`src/rtl/pkt_rr_arb.sv`:
```
// Packet-level stream arbiter: picks one of NUM_SRC input streams per packet
// (round-robin or fixed priority), holds the grant until TLAST, and forwards
// flits through a 2-entry skid buffer so every m_* output comes from a register.
module pkt_rr_arb #(
    parameter int unsigned DATA_WIDTH = 64,
    parameter int unsigned NUM_SRC    = 4,
    parameter int unsigned ID_WIDTH   = 2,
    parameter int unsigned ARB_MODE   = 0
) (
    input  logic                          clk,
    input  logic                          rst,
    input  logic [NUM_SRC*DATA_WIDTH-1:0] s_TDATA,
    input  logic [NUM_SRC-1:0]            s_TVALID,
    output logic [NUM_SRC-1:0]            s_TREADY,
    input  logic [NUM_SRC-1:0]            s_TLAST,
    output logic [DATA_WIDTH-1:0]         m_TDATA,
    output logic                          m_TVALID,
    input  logic                          m_TREADY,
    output logic                          m_TLAST,
    output logic [ID_WIDTH-1:0]           m_TID,
    output logic                          busy
);

    typedef enum logic {
        IDLE   = 1'b0,
        LOCKED = 1'b1
    } state_t;

    typedef struct packed {
        logic [DATA_WIDTH-1:0] data;
        logic                  last;
        logic [ID_WIDTH-1:0]   id;
    } flit_t;

    state_t              state_q;
    logic [ID_WIDTH-1:0] gnt_q;
    logic [ID_WIDTH-1:0] ptr_q;

    logic [ID_WIDTH-1:0] sel_c;
    logic [ID_WIDTH-1:0] idx_c;
    logic                req_c;
    logic                accept_c;
    logic                pop_c;
    flit_t               in_flit_c;

    logic [1:0]          count_q;
    logic [1:0]          count_d;
    logic                buf_rdy_q;
    logic                out_valid_q;
    flit_t               out_q;
    flit_t               skid_q;

    // Channel index a steps forward by b, wrapping at NUM_SRC (a < NUM_SRC, b <= NUM_SRC).
    function automatic logic [ID_WIDTH-1:0] wrap_add(input logic [ID_WIDTH-1:0] a,
                                                     input int unsigned b);
        int unsigned s;
        s = 32'(a) + b;
        if (s >= NUM_SRC) begin
            s = s - NUM_SRC;
        end
        return ID_WIDTH'(s);
    endfunction

    // Same-cycle choice in IDLE; the last hit in the descending scan is the winner.
    always_comb begin
        sel_c = ptr_q;
        if (ARB_MODE == 0) begin
            for (int unsigned k = NUM_SRC; k > 0; k--) begin
                if (s_TVALID[wrap_add(ptr_q, k - 1)]) begin
                    sel_c = wrap_add(ptr_q, k - 1);
                end
            end
        end else begin
            sel_c = '0;
            for (int unsigned k = NUM_SRC; k > 0; k--) begin
                if (s_TVALID[ID_WIDTH'(k - 1)]) begin
                    sel_c = ID_WIDTH'(k - 1);
                end
            end
        end
    end

    // Grant steering: ready goes only to the granted channel, gated by the registered buffer ready.
    always_comb begin
        idx_c    = (state_q == LOCKED) ? gnt_q : sel_c;
        req_c    = (state_q == LOCKED) || (|s_TVALID);
        s_TREADY = '0;
        if (buf_rdy_q && req_c) begin
            s_TREADY[idx_c] = 1'b1;
        end
        accept_c       = buf_rdy_q && req_c && s_TVALID[idx_c];
        in_flit_c.data = s_TDATA[32'(idx_c) * DATA_WIDTH +: DATA_WIDTH];
        in_flit_c.last = s_TLAST[idx_c];
        in_flit_c.id   = idx_c;
    end

    // Arbiter state: lock on a non-final first flit, unlock on the locked channel's TLAST.
    always_ff @(posedge clk) begin
        if (rst) begin
            state_q <= IDLE;
            gnt_q   <= '0;
            ptr_q   <= '0;
        end else if (accept_c) begin
            if (state_q == IDLE) begin
                gnt_q <= sel_c;
                if (ARB_MODE == 0) begin
                    ptr_q <= wrap_add(sel_c, 1);
                end
                if (!in_flit_c.last) begin
                    state_q <= LOCKED;
                end
            end else if (in_flit_c.last) begin
                state_q <= IDLE;
            end
        end
    end

    assign pop_c = out_valid_q && m_TREADY;

    // Occupancy of the skid buffer after this cycle's push/pop.
    always_comb begin
        count_d = count_q;
        case ({accept_c, pop_c})
            2'b10:   count_d = count_q + 2'd1;
            2'b01:   count_d = count_q - 2'd1;
            default: count_d = count_q;
        endcase
    end

    // Buffer control; the ready term is registered so m_TREADY never reaches s_TREADY combinationally.
    always_ff @(posedge clk) begin
        if (rst) begin
            count_q     <= 2'd0;
            out_valid_q <= 1'b0;
            buf_rdy_q   <= 1'b0;
        end else begin
            count_q     <= count_d;
            out_valid_q <= (count_d != 2'd0);
            buf_rdy_q   <= (count_d != 2'd2);
        end
    end

    // Buffer payload: the output entry takes new data when empty or draining, else refills from skid.
    always_ff @(posedge clk) begin
        if (accept_c && ((count_q == 2'd0) || ((count_q == 2'd1) && pop_c))) begin
            out_q <= in_flit_c;
        end else if (pop_c && (count_q == 2'd2)) begin
            out_q <= skid_q;
        end
        if (accept_c && (count_q == 2'd1) && !pop_c) begin
            skid_q <= in_flit_c;
        end
    end

    assign m_TDATA  = out_q.data;
    assign m_TLAST  = out_q.last;
    assign m_TID    = out_q.id;
    assign m_TVALID = out_valid_q;
    assign busy     = (state_q == LOCKED);

endmodule

```
`config.mk`:
```
export PLATFORM = sky130hd
export DESIGN_NAME = pkt_rr_arb
export DESIGN_NICKNAME = d
export VERILOG_FILES = /design/src/rtl/pkt_rr_arb.sv
export SDC_FILE = /design/constraint.sdc
export NUM_CORES = 1
export LEC_CHECK = 0
export CAP_MARGIN = 20
export CORE_MARGIN = 8
export CORE_UTILIZATION = 47
export DETAILED_ROUTE_END_ITERATION = 8
export MAX_ROUTING_LAYER = met4
export PLACE_DENSITY = 0.92
export SLEW_MARGIN = 0
export SYNTH_ARGS = -nofsm -noshare
export SYNTH_HDL_FRONTEND = slang
export SYNTH_SLANG_ARGS = --single-unit
```
`constraint.sdc`:
```
create_clock -name clk -period 6.9 [get_ports clk]
set_input_delay 0.69 -clock clk [delete_from_list [all_inputs] [get_ports clk]]
set_output_delay 0.69 -clock clk [all_outputs]
set_load 0.005 [all_outputs]
```
==> metrics.md <==
| Metric | Value |
|---|---|
| Critical Path AT | approximately 4.3 ns |
| Final worst path period share | 58.74% |
| DRC viols | 0 |
| Leading cell type in the layout, fill and taps excluded | clkdlybuf4s50_1 |
| Die area | between 20000 and 25000 sq um |
| Initial cell density of the core | between 40% and 50% |
| Worst slew pin tran | between 1 and 1.5 ns |
| Total global routing overflow | 0 |
| CTS H-tree depth | 4 |
| Buffers on Ports | about 340 |
| Cell count after synthesis | 591 |
| DR iter-0 viols | around 370 |
| Layout cells sized above 1 | slightly below 10% |
| Average wire per standard cell | 21.91 um |
| CP Launch Type | primary input |
| Post-synth EDFFs | 134 |
| CTS root buf | clkbuf_16 |
| Worst-path clk slew | around 0.06 ns |
| Total power draw | 5.452 mW |
| Clock latency on the worst-skew pair | between 0.4 and 0.5 ns |
| Global Route Usage Sum | between 20% and 30% |
| Hold Buf Count CTS | 0 |
| Initial antenna violation count | 1 |
| Vias in the first global route | roughly 7000 |
| Post-synthesis sequential element count | between 100 and 150 |
| Postcts setup bufs | 0 |
| Via count | 6411 |
| Mean Syn Cell Area | between 10 and 15 sq um |
| Async SR Flop Fraction | 0% |
| Syn. warnings | 0 |
| Max-slew violations | 0 |
| Cts repair resizes | 0 |
| Antenna Nets Post-Route | 0 |
| Status | finished, final reports clean |
| Crit path time final | about 4.1 ns |
| Final WL | 25070 um |
| Max rail drop VDD | a little over 0.5 mV |
| Net count, final | 1182 |
| CP required | just over 7 ns |
| Drt via density | around 5.6 |
| Fin cells | about 1100 |
| RSZ-0062 raised after global routing | false |
| Clock sinks | 143 |
| Pleak | 4.552 nW |
| Die Ht | 146.5 um |
| Worst setup EP type | register |
| Syn Nets | 863 |
| CORE AREA | roughly 17000 sq um |
| Placer congestion estimate | 0.8510 |
| Main synth FF type | edfxtp_1 |
| HP Class | reg -> reg |
| Post-DP HPWL | between 15000 and 20000 um |
| Largest net degree at the start of global routing | 68 |
| Global-route wire length before repair | roughly 38000 um |
| Final Hold Fails | 0 |
| Synth cell types | 36 |
| Most frequent cells in the layout | clkdlybuf4s50_1 (339), mux2i_1 (196), edfxtp_1 (134), nand2_1 (75), o221ai_2 (40) |
| Endpoints failing setup | 0 |
| CTS Buf Count | 17 |
| CTS tree | yes |
| Fmax | around 250 MHz |
| Critical path class | in -> reg |
| Fillers | 1114 |
| IO Pins | 340 |
| Synthesized cell area | around 8000 sq um |
| Power per cell area | 450.8 nW/um^2 |
| Post-synthesis sequential area ratio | between 50 and 60% |
| Die X | approximately 150 um |
| Drt first pass iters | 5 |
| Crit-path max FO | 65 |
| Rows | 47 |
| Max-slew headroom | between 20 and 30% |
| Max Root-Sink Buffers | 2 |
| Final worst clock skew | about 0.0072 ns |
| Post-route setup TNS | 0 ns |
| Area Overhead vs Synth | 51.08% |
| Placed Cells | 1111 |
| MaxCap Viol Count | 0 |
-- Yosys cell counts (6+ instances only) --
cell type,number,area share (%)
mux2i_1,196,25
edfxtp_1,134,50
nand2_1,76,3.6
o221ai_2,40,7.5
o221ai_1,26,2.8
buf_2,16,1.0
nor2_1,11,0.52
buf_6,10,1.4
buf_4,9,0.84
dfxtp_1,9,2.3
clkbuf_1,8,0.38
inv_1,7,0.33
o21ai_0,6,0.38
-- logic make-up after synthesis --
kind of cell,count (synthesis),share of synthesized area [%]
AOI/OAI and AO/OA,88,12.16
buffers and inverters,53,4.158
DFF,143,52.52
xor gates and xnor gates,1,0.1094
and+or+nand+nor,103,5.346
adders and majority gates,5,0.7815
muxes,198,24.93
-- flip-flops by register name, indices dropped and copies added, names as in the netlist, 2 cells and up --
register,cells
skid_q,67
m_TDATA,64
count_q,2
gnt_q,2
m_TID,2
ptr_q,2
-- per-stage QoR --
| step | util, % | area (sq um) | hold slack (ns) | setup WS [ns] |
|---|---|---|---|---|
| after floorplan | - | 8005 | 0.4547 | 3.676 |
| after global placement | 68.87 | 11460 | 0.4865 | 2.614 |
| after detailed placement | 68.87 | 11460 | 0.5000 | 2.507 |
| after CTS | 72.66 | 12090 | 0.5167 | 2.874 |
| after global routing | 72.67 | 12090 | 0.5402 | 2.667 |
| final | 72.67 | 12090 | 0.5277 | 2.847 |
-- final timing paths --
| path | start | endpoint | slack, ns | cells after the start |
|---|---|---|---|---|
| hold reg to reg | skid_q[1]$_DFFE_PP_ | m_TID[1]$_DFFE_PP_ | 0.53 | 2 |
| hold / removal | skid_q[1]$_DFFE_PP_ | m_TID[1]$_DFFE_PP_ | 0.53 | 2 |
| setup / recovery | s_TVALID[2] | m_TDATA[33]$_DFFE_PP_ | 2.85 | 7 |
| setup reg to reg | ptr_q[0]$_SDFFE_PP0P_ | m_TDATA[33]$_DFFE_PP_ | 3.29 | 6 |
-- layout make-up --
class / instances / area (sq um) / area share, %
clock buffer: 18 / 439.2 / 3.631
multi-input combinational: 395 / 3510 / 29.02
inverter: 8 / 35.03 / 0.2897
antenna: 1 / 2.502 / 0.02069
sequential: 143 / 4204 / 34.76
timing repair buffer: 345 / 3438 / 28.43
clock inverter: 14 / 190.2 / 1.573
tap: 220 / 275.3 / 2.276
-- critical path: stages --
cell             delay (ns)
clkdlybuf4s50_1        0.48
nor2b_1                0.17
o21ai_0                0.27
a31o_4                 0.69
buf_4                  0.63
nand2_4                0.75
o221ai_1               0.53
-- power breakdown --
part / switching (mW) / internal [mW] / total (mW) / leakage (nW)
clock: 0.366 / 0.615 / 0.981 / 0.306
combinational: 1.55 / 1.29 / 2.85 / 2.91
sequential: 0.0988 / 1.52 / 1.62 / 1.33
-- layer usage --
metal / share of wire (%) / up-vias / track usage, % / wire length [um]
li1: - / 2971 / - / -
met1: 38 / 3118 / 25.17 / 9602
met2: 53 / 278 / 40.35 / 13180
met3: 6.6 / 44 / 6.057 / 1652
met4: 2.5 / 0 / 8.346 / 631
met5: 0 / - / - / 0
Power figures use the tool's default switching activity.
